==> config.mk <==
export PLATFORM = sky130hd
export DESIGN_NAME = hazard_scoreboard_flat
export DESIGN_NICKNAME = d
export VERILOG_FILES = /design/src/rtl/hazard_scoreboard_if.sv /design/src/rtl/hazard_scoreboard.sv /design/src/flat_wrapper.sv
export SDC_FILE = /design/constraint.sdc
export NUM_CORES = 1
export LEC_CHECK = 0
export BUFFER_PORTS_ARGS = -buffer_cell sky130_fd_sc_hd__buf_2
export CAP_MARGIN = 20
export CELL_PAD_IN_SITES_DETAIL_PLACEMENT = 1
export CELL_PAD_IN_SITES_GLOBAL_PLACEMENT = 2
export CORE_AREA = 2 2 140 142
export CTS_BUF_LIST = sky130_fd_sc_hd__clkbuf_16
export DETAILED_ROUTE_END_ITERATION = 8
export DIE_AREA = 0 0 142 144
export PLACE_DENSITY = 0.95
export SYNTH_ARGS = -nofsm -noshare
export SYNTH_HDL_FRONTEND = slang
export SYNTH_SLANG_ARGS = --single-unit
==> constraint.sdc <==
create_clock -name clk -period 12.6 [get_ports clk]
set_input_delay 0.63 -clock clk [delete_from_list [all_inputs] [get_ports clk]]
set_output_delay 0.63 -clock clk [all_outputs]
set_load 0.01 [all_outputs]
==> src/rtl/hazard_scoreboard_if.sv <==
// Decode/issue-side bundle for the hazard scoreboard: slot descriptors and
// commit strobes flow into the scoreboard, issue grants and status flow out.
interface hazard_scoreboard_if #(
  parameter int DEPTH      = 8,
  parameter int ID_W       = $clog2(DEPTH),
  parameter int REG_ADDR_W = 5,
  parameter int NCOMMIT    = 2
);
  logic                    flush_i;
  logic                    a_valid_i,  b_valid_i;
  logic [REG_ADDR_W-1:0]   a_rs1_i,    a_rs2_i,    a_rd_i;
  logic [REG_ADDR_W-1:0]   b_rs1_i,    b_rs2_i,    b_rd_i;
  logic                    a_rd_we_i,  b_rd_we_i;
  logic                    a_long_i,   b_long_i;
  logic                    a_serial_i, b_serial_i;
  logic                    a_ctrl_i;
  logic [NCOMMIT-1:0]      commit_valid_i;
  logic [NCOMMIT*ID_W-1:0] commit_id_i;
  logic [1:0]              issue_o;
  logic                    stall_o;
  logic [ID_W-1:0]         a_id_o, b_id_o;
  logic [ID_W:0]           count_o;
  logic                    busy_o;
  logic                    err_o;

  // Decode / writeback-arbiter side.
  modport master (
    output flush_i, a_valid_i, b_valid_i,
    output a_rs1_i, a_rs2_i, a_rd_i, b_rs1_i, b_rs2_i, b_rd_i,
    output a_rd_we_i, b_rd_we_i, a_long_i, b_long_i,
    output a_serial_i, b_serial_i, a_ctrl_i,
    output commit_valid_i, commit_id_i,
    input  issue_o, stall_o, a_id_o, b_id_o, count_o, busy_o, err_o
  );

  // Scoreboard side.
  modport slave (
    input  flush_i, a_valid_i, b_valid_i,
    input  a_rs1_i, a_rs2_i, a_rd_i, b_rs1_i, b_rs2_i, b_rd_i,
    input  a_rd_we_i, b_rd_we_i, a_long_i, b_long_i,
    input  a_serial_i, b_serial_i, a_ctrl_i,
    input  commit_valid_i, commit_id_i,
    output issue_o, stall_o, a_id_o, b_id_o, count_o, busy_o, err_o
  );
endinterface

==> src/rtl/hazard_scoreboard.sv <==
// Dual-issue hazard scoreboard: tracks outstanding long-latency writebacks,
// blocks RAW/WAW hazards for in-order slots A (older) and B (younger),
// hands out commit IDs, drains before serialising instructions and flushes.
module hazard_scoreboard #(
  parameter int DEPTH      = 8,
  parameter int ID_W       = $clog2(DEPTH),
  parameter int REG_ADDR_W = 5,
  parameter int NCOMMIT    = 2
) (
  input logic               clk,
  input logic               rst_n,
  hazard_scoreboard_if.slave sb
);

  typedef enum logic [0:0] {ST_RUN, ST_DRAIN} state_e;

  state_e                state_q, state_d;
  logic [DEPTH-1:0]      valid_q, valid_d;
  logic [REG_ADDR_W-1:0] rd_q [DEPTH];
  logic [REG_ADDR_W-1:0] rd_d [DEPTH];
  logic [ID_W:0]         count_q, count_d;
  logic                  err_q, err_d;

  logic [DEPTH-1:0]      commit_hit, live;
  logic                  bad_commit;
  logic [ID_W:0]         clr_cnt, free_cnt, need_b;
  logic                  haz_a, haz_b, alloc_a, alloc_b;
  logic                  issue_a, issue_b;
  logic [ID_W-1:0]       a_free, b_free;
  logic                  a_found, b_found;

  // True when a live entry will write register r (x0 never conflicts).
  function automatic logic live_match(input logic [REG_ADDR_W-1:0] r);
    logic hit;
    hit = 1'b0;
    for (int i = 0; i < DEPTH; i++)
      if (live[i] && rd_q[i] == r) hit = 1'b1;
    return hit && (r != '0);
  endfunction

  // Decode commit ports: which entries retire this cycle, and any illegal commit.
  always_comb begin
    // NOTE: every always_comb output gets a default first so no path can infer a latch.
    commit_hit = '0;
    bad_commit = 1'b0;
    clr_cnt    = '0;
    for (int p = 0; p < NCOMMIT; p++) begin
      if (sb.commit_valid_i[p]) begin
        commit_hit[sb.commit_id_i[p*ID_W +: ID_W]] = 1'b1;
        if (!valid_q[sb.commit_id_i[p*ID_W +: ID_W]]) bad_commit = 1'b1;
      end
    end
    live = valid_q & ~commit_hit;
    for (int i = 0; i < DEPTH; i++)
      if (valid_q[i] && commit_hit[i]) clr_cnt = clr_cnt + (ID_W+1)'(1);
  end

  // Lowest free IDs, taken from registered valid bits only (freed IDs wait a cycle).
  always_comb begin
    a_free  = '0;
    a_found = 1'b0;
    b_free  = '0;
    b_found = 1'b0;
    for (int i = 0; i < DEPTH; i++) begin
      if (!valid_q[i] && !a_found) begin
        a_free  = ID_W'(i);
        a_found = 1'b1;
      end
    end
    for (int i = 0; i < DEPTH; i++) begin
      if (!valid_q[i] && !b_found && !(alloc_a && ID_W'(i) == a_free)) begin
        b_free  = ID_W'(i);
        b_found = 1'b1;
      end
    end
  end

  // Hazard detection, resource check and issue decision for both slots.
  always_comb begin
    alloc_a  = sb.a_long_i & sb.a_rd_we_i & (sb.a_rd_i != '0);
    alloc_b  = sb.b_long_i & sb.b_rd_we_i & (sb.b_rd_i != '0);
    free_cnt = (ID_W+1)'(DEPTH) - count_q;
    need_b   = (ID_W+1)'(alloc_a) + (ID_W+1)'(alloc_b);

    haz_a = live_match(sb.a_rs1_i) | live_match(sb.a_rs2_i)
          | (sb.a_rd_we_i & live_match(sb.a_rd_i));

    // B is also held behind A's destination, a branch in A, or any serialising slot.
    haz_b = live_match(sb.b_rs1_i) | live_match(sb.b_rs2_i)
          | (sb.b_rd_we_i & live_match(sb.b_rd_i))
          | (sb.a_rd_we_i & (sb.a_rd_i != '0) &
             ((sb.b_rs1_i == sb.a_rd_i) | (sb.b_rs2_i == sb.a_rd_i) |
              (sb.b_rd_we_i & (sb.b_rd_i == sb.a_rd_i))))
          | sb.a_ctrl_i | sb.b_serial_i | sb.a_serial_i;

    issue_a = sb.a_valid_i & ~haz_a & (~alloc_a | (free_cnt != '0))
            & (state_q == ST_RUN) & (~sb.a_serial_i | (count_q == '0))
            & ~sb.flush_i;
    issue_b = issue_a & sb.b_valid_i & ~haz_b & (free_cnt >= need_b);
  end

  // Next entry table, occupancy, error flag and drain FSM.
  always_comb begin
    valid_d = valid_q;
    rd_d    = rd_q;
    count_d = count_q;
    err_d   = err_q;
    state_d = state_q;
    if (sb.flush_i) begin
      valid_d = '0;
      count_d = '0;
      state_d = ST_RUN;
    end else begin
      valid_d = valid_q & ~commit_hit;
      err_d   = err_q | bad_commit;
      if (issue_a && alloc_a) begin
        valid_d[a_free] = 1'b1;
        rd_d[a_free]    = sb.a_rd_i;
      end
      if (issue_b && alloc_b) begin
        valid_d[b_free] = 1'b1;
        rd_d[b_free]    = sb.b_rd_i;
      end
      count_d = count_q + (ID_W+1)'(issue_a & alloc_a)
              + (ID_W+1)'(issue_b & alloc_b) - clr_cnt;
      case (state_q)
        ST_RUN:   if (sb.a_valid_i && sb.a_serial_i && count_q != '0) state_d = ST_DRAIN;
        ST_DRAIN: if (count_q == '0) state_d = ST_RUN;
        default:  state_d = ST_RUN;
      endcase
    end
  end

  // Control state register.
  always_ff @(posedge clk or negedge rst_n) begin
    // NOTE: sequential state uses non-blocking assignments so all flops update together.
    if (!rst_n) begin
      state_q <= ST_RUN;
      valid_q <= '0;
      count_q <= '0;
      err_q   <= 1'b0;
    end else begin
      state_q <= state_d;
      valid_q <= valid_d;
      count_q <= count_d;
      err_q   <= err_d;
    end
  end

  // Destination register storage.
  always_ff @(posedge clk) begin
    // NOTE: rd storage needs no reset; an entry's rd is only read while its valid bit is set.
    for (int i = 0; i < DEPTH; i++) rd_q[i] <= rd_d[i];
  end

  assign sb.issue_o = {issue_b, issue_a};
  assign sb.stall_o = sb.a_valid_i & (~issue_a | (sb.b_valid_i & ~issue_b));
  assign sb.a_id_o  = (issue_a && alloc_a) ? a_free : '0;
  assign sb.b_id_o  = (issue_b && alloc_b) ? b_free : '0;
  assign sb.count_o = count_q;
  assign sb.busy_o  = (count_q != '0);
  assign sb.err_o   = err_q;

endmodule

==> src/flat_wrapper.sv <==
// flat-port wrapper written by rule: the top's interface ports become plain ports
module hazard_scoreboard_flat 
#(
  parameter int DEPTH      = 8,
  parameter int ID_W       = $clog2(DEPTH),
  parameter int REG_ADDR_W = 5,
  parameter int NCOMMIT    = 2
)
  (clk, rst_n, sb_flush_i, sb_a_valid_i, sb_b_valid_i, sb_a_rs1_i, sb_a_rs2_i, sb_a_rd_i, sb_b_rs1_i, sb_b_rs2_i, sb_b_rd_i, sb_a_rd_we_i, sb_b_rd_we_i, sb_a_long_i, sb_b_long_i, sb_a_serial_i, sb_b_serial_i, sb_a_ctrl_i, sb_commit_valid_i, sb_commit_id_i, sb_issue_o, sb_stall_o, sb_a_id_o, sb_b_id_o, sb_count_o, sb_busy_o, sb_err_o);
  hazard_scoreboard_if #(.DEPTH(DEPTH), .ID_W(ID_W), .REG_ADDR_W(REG_ADDR_W), .NCOMMIT(NCOMMIT)) sb_i ();
  input logic clk;
  input logic rst_n;
  input wire logic [$bits(sb_i.flush_i)-1:0] sb_flush_i;
  input wire logic [$bits(sb_i.a_valid_i)-1:0] sb_a_valid_i;
  input wire logic [$bits(sb_i.b_valid_i)-1:0] sb_b_valid_i;
  input wire logic [$bits(sb_i.a_rs1_i)-1:0] sb_a_rs1_i;
  input wire logic [$bits(sb_i.a_rs2_i)-1:0] sb_a_rs2_i;
  input wire logic [$bits(sb_i.a_rd_i)-1:0] sb_a_rd_i;
  input wire logic [$bits(sb_i.b_rs1_i)-1:0] sb_b_rs1_i;
  input wire logic [$bits(sb_i.b_rs2_i)-1:0] sb_b_rs2_i;
  input wire logic [$bits(sb_i.b_rd_i)-1:0] sb_b_rd_i;
  input wire logic [$bits(sb_i.a_rd_we_i)-1:0] sb_a_rd_we_i;
  input wire logic [$bits(sb_i.b_rd_we_i)-1:0] sb_b_rd_we_i;
  input wire logic [$bits(sb_i.a_long_i)-1:0] sb_a_long_i;
  input wire logic [$bits(sb_i.b_long_i)-1:0] sb_b_long_i;
  input wire logic [$bits(sb_i.a_serial_i)-1:0] sb_a_serial_i;
  input wire logic [$bits(sb_i.b_serial_i)-1:0] sb_b_serial_i;
  input wire logic [$bits(sb_i.a_ctrl_i)-1:0] sb_a_ctrl_i;
  input wire logic [$bits(sb_i.commit_valid_i)-1:0] sb_commit_valid_i;
  input wire logic [$bits(sb_i.commit_id_i)-1:0] sb_commit_id_i;
  output wire logic [$bits(sb_i.issue_o)-1:0] sb_issue_o;
  output wire logic [$bits(sb_i.stall_o)-1:0] sb_stall_o;
  output wire logic [$bits(sb_i.a_id_o)-1:0] sb_a_id_o;
  output wire logic [$bits(sb_i.b_id_o)-1:0] sb_b_id_o;
  output wire logic [$bits(sb_i.count_o)-1:0] sb_count_o;
  output wire logic [$bits(sb_i.busy_o)-1:0] sb_busy_o;
  output wire logic [$bits(sb_i.err_o)-1:0] sb_err_o;
  assign sb_i.flush_i = sb_flush_i;
  assign sb_i.a_valid_i = sb_a_valid_i;
  assign sb_i.b_valid_i = sb_b_valid_i;
  assign sb_i.a_rs1_i = sb_a_rs1_i;
  assign sb_i.a_rs2_i = sb_a_rs2_i;
  assign sb_i.a_rd_i = sb_a_rd_i;
  assign sb_i.b_rs1_i = sb_b_rs1_i;
  assign sb_i.b_rs2_i = sb_b_rs2_i;
  assign sb_i.b_rd_i = sb_b_rd_i;
  assign sb_i.a_rd_we_i = sb_a_rd_we_i;
  assign sb_i.b_rd_we_i = sb_b_rd_we_i;
  assign sb_i.a_long_i = sb_a_long_i;
  assign sb_i.b_long_i = sb_b_long_i;
  assign sb_i.a_serial_i = sb_a_serial_i;
  assign sb_i.b_serial_i = sb_b_serial_i;
  assign sb_i.a_ctrl_i = sb_a_ctrl_i;
  assign sb_i.commit_valid_i = sb_commit_valid_i;
  assign sb_i.commit_id_i = sb_commit_id_i;
  assign sb_issue_o = sb_i.issue_o;
  assign sb_stall_o = sb_i.stall_o;
  assign sb_a_id_o = sb_i.a_id_o;
  assign sb_b_id_o = sb_i.b_id_o;
  assign sb_count_o = sb_i.count_o;
  assign sb_busy_o = sb_i.busy_o;
  assign sb_err_o = sb_i.err_o;
  hazard_scoreboard #(.DEPTH(DEPTH), .ID_W(ID_W), .REG_ADDR_W(REG_ADDR_W), .NCOMMIT(NCOMMIT)) u_core (.clk(clk), .rst_n(rst_n), .sb(sb_i));
endmodule
==> impl_metrics.yaml <==
finish:
  final_nets: 930
  area_growth_syn_to_layout_pct: 4.85
  nFillCells: 2213
  antenna_cells: 0
  multi_input_area_mm2: 0.00573
  drive_gt1_share_pct: 12.4
  ff_latch_area_mm2: 0.00155
critical_path:
  crit_start: "sb_commit_id_i[0]"
  crit_slowest_cell: "a21boi_0"
  cp.arrival_ps: 6360
  start_kind: "input pin"
  crit_type: "input pin to register"
  worstPathRequired_ps: 12790
  crit_end: "u_core.sb.count_o[3]"
  reg2reg_slack_ps: 6480
  slowest_delay_ps: 560
  r2r-end: "u_core.sb.count_o[3]"
  cp_max_fo: 7
  regToRegStartpoint: "u_core.valid_q[2]"
  ff2ff_path_depth: 27
  end_kind: "register"
  cp_common_cell: "ha_1"
synthesis:
  synth-edff-count: 40
  synth_area_leaders: "xnor2_1, edfxtp_1, xor2_1, mux2i_1, dfrtp_1"
  synth_most_common_cell: "xnor2_1"
  synthTopCellsByCount: "xnor2_1, xor2_1, mux2i_1, nand3_1"
  avgSynthCellArea_um2: 8.86
  synthCells: 882
  syn_nets: 950
  yosys_warnings: 0
  async_flop_share_pct: 25.9
  ys.flop_type: "edfxtp_1"
  synth_top_area_share_pct: 17.3
  synth_seq_area_share_pct: 19.9
  synth-seq-cells: 54
  yosys.area.top_type: "xnor2_1"
  ys_types: 73
  synth_area_mm2: 0.00781
sta:
  fin_crit_sh_pct: 49.0
  layout_setup_ws_ps: 6430
  period_minus_slack_ps: 6170
  setup_viol: 0
  hold_viol_final: 0
  rsz0062_at_grt: "no"
  tightest_slew_ps: 771
  drv_slew: 0
  finClkSkew_ps: 11.9
  fmax_ghz: 0.162
  totalNegativeSetupSlack_ps: 0
  max-slew-margin-rel_pct: 48.1
floorplanning:
  initial_core_util_pct: 40.9
  rows: 51
  core_mm2: 0.0191
  die_w_um: 142
  dieArea_mm2: 0.0204
  ios: 65
  die_h_um: 144
detailed_routing:
  dr.pass1.iters: 5
  drt-wirelength-per-cell_um: 24.0
  highest_layer: "met4"
  ant_nets: 0
  routed_wl_mm: 26.4
  vias_per_cell: 6.08
  drc_errors: 0
  drt-met1-wl_mm: 11.6
  via_count: 6690
  wl_met3_mm: 1.43
  wl_met2_mm: 12.5
  drtIter0Drc: 478
clocking:
  clk_path_buf_depth: 2
  htree_levels: 2
  clk-insertion-delay-late_ps: 310
  post_cts_resized: 0
  cts-buffers-inserted: 5
  tritoncts: "done"
  cts.sinks: 54
  cts_hold_buffers: 0
  cts-root-buf: "clkbuf_16"
  cts_setup_buffers: 0
  clk_pin_slew_ps: 80
placed_design:
  place.gp.congestion: 0.907
  dpl.hpwl_mm: 19.9
  io_buffers: 64
  dp_slack_ps: 6130
status:
  status: "completed"
global_routing:
  grt_pass1_vias: 6658
  grt_first_pass_wirelength_mm: 40.3
  grt_antenna_before_repair: 0
  overflow: 0
  grt_max_degree: 49
  grt_usage_pct: 25.9
power_and_ir_drop:
  irDropWorstVdd_mv: 0.0547
  p_per_area_mw_per_mm2: 67.3
  power_leakage_nw: 2.81
job:
  maxCapViolCount: 0
worst_hold_path:
  hold_path.class: "input pin to asynchronous set/reset pin"
critical path, delay by kind of cell:
| kind | cells | cell delay (ps) |
|---|---|---|
| buffers and inverters | 3 | 280 |
| multiplexers | 2 | 610 |
| adder cells (fa/ha/maj) | 7 | 1910 |
| AO/OA/AOI/OAI | 5 | 1230 |
| XOR/XNOR | 6 | 950 |
| AND/OR/NAND/NOR | 6 | 730 |
worst min path at each step:
stage                               start                   end  cells after the start
after floorplan                     rst_n  u_core.sb.count_o[0]                      0
after global placement    u_core.sb.err_o       u_core.sb.err_o                      1
after detailed placement  u_core.sb.err_o       u_core.sb.err_o                      1
after CTS                           rst_n       u_core.sb.err_o                      1
after global routing                rst_n       u_core.sb.err_o                      1
final                               rst_n     u_core.valid_q[7]                      1
cell families after synthesis:
kind of cell,count (synthesis),share of synthesized area (%)
AOI/OAI and AO/OA,72,7.22
xor gates and xnor gates,277,31.4
adders and majority gates,19,3.20
buffers and inverters,129,6.79
DFF,54,19.9
muxes,90,12.2
and+or+nand+nor,241,19.3
metal layers:
| layer | GRT usage (%) | vias up |
|---|---|---|
| met1 | 34.8 | 3378 |
| met2 | 42.1 | 225 |
| met5 | 0 | - |
| met4 | 10.4 | 0 |
| li1 | - | 3034 |
| met3 | 3.38 | 53 |
where the power goes:
| group | internal (mW) | leakage (nW) | switching [mW] |
|---|---|---|---|
| clock | 0.0734 | 0.0672 | 0.0735 |
| sequential | 0.202 | 0.581 | 0.0297 |
| combinational | 0.0745 | 2.16 | 0.0980 |
| total | 0.350 | 2.81 | 0.201 |
layout by cell type (no fill, tap or decap), types with 5 or more instances in the layout:
master,synthesis,routed
a31oi_1,9,9
nor4_1,50,50
nor4_4,7,7
nand2_1,37,37
nand4b_1,6,6
or4_1,6,6
nor3_1,11,11
a21oi_1,16,16
xor2_1,121,121
nand4_1,5,5
ha_1,16,16
edfxtp_1,40,40
clkinv_1,5,5
xnor2_1,154,154
nand2b_1,6,6
inv_1,31,32
mux2i_1,85,85
o31a_1,6,6
clkbuf_16,0,5
and2_1,5,5
dfrtp_1,14,14
nor2_1,21,21
nand3_1,55,55
o21ai_0,7,7
buf_2,30,64
registers in the layout (all words and copies together), names as in the netlist:
| signal | flops |
|---|---|
| u_core.rd_q | 40 |
| u_core.sb.count_o | 4 |
| u_core.sb.err_o | 1 |
| u_core.state_q | 1 |
| u_core.valid_q | 8 |
cell type report:
cell class / count / area share, %
clock buffer: 5 / 1.53
clock inverter: 3 / 0.229
inverter: 37 / 1.71
multi-input combinational: 699 / 70.0
sequential: 54 / 18.9
tap: 238 / 3.64
timing repair buffer: 65 / 4.00
per-stage QoR:
stage / instance area, um^2 / total power, mW / instances / hold slack [ps] / utilization [%]
final: 8190 / 0.551 / 1101 / 229 / 42.9
after global routing: 8190 / 0.574 / 1101 / 264 / 42.9
after global placement: 8050 / 0.398 / 1093 / 454 / 42.2
after CTS: 8190 / 0.550 / 1101 / 243 / 42.9
after floorplan: 7810 / 0.360 / 882 / 334 / -
after detailed placement: 8050 / 0.406 / 1093 / 483 / 42.2
No activity file was read; power rests on OpenSTA's default activity.
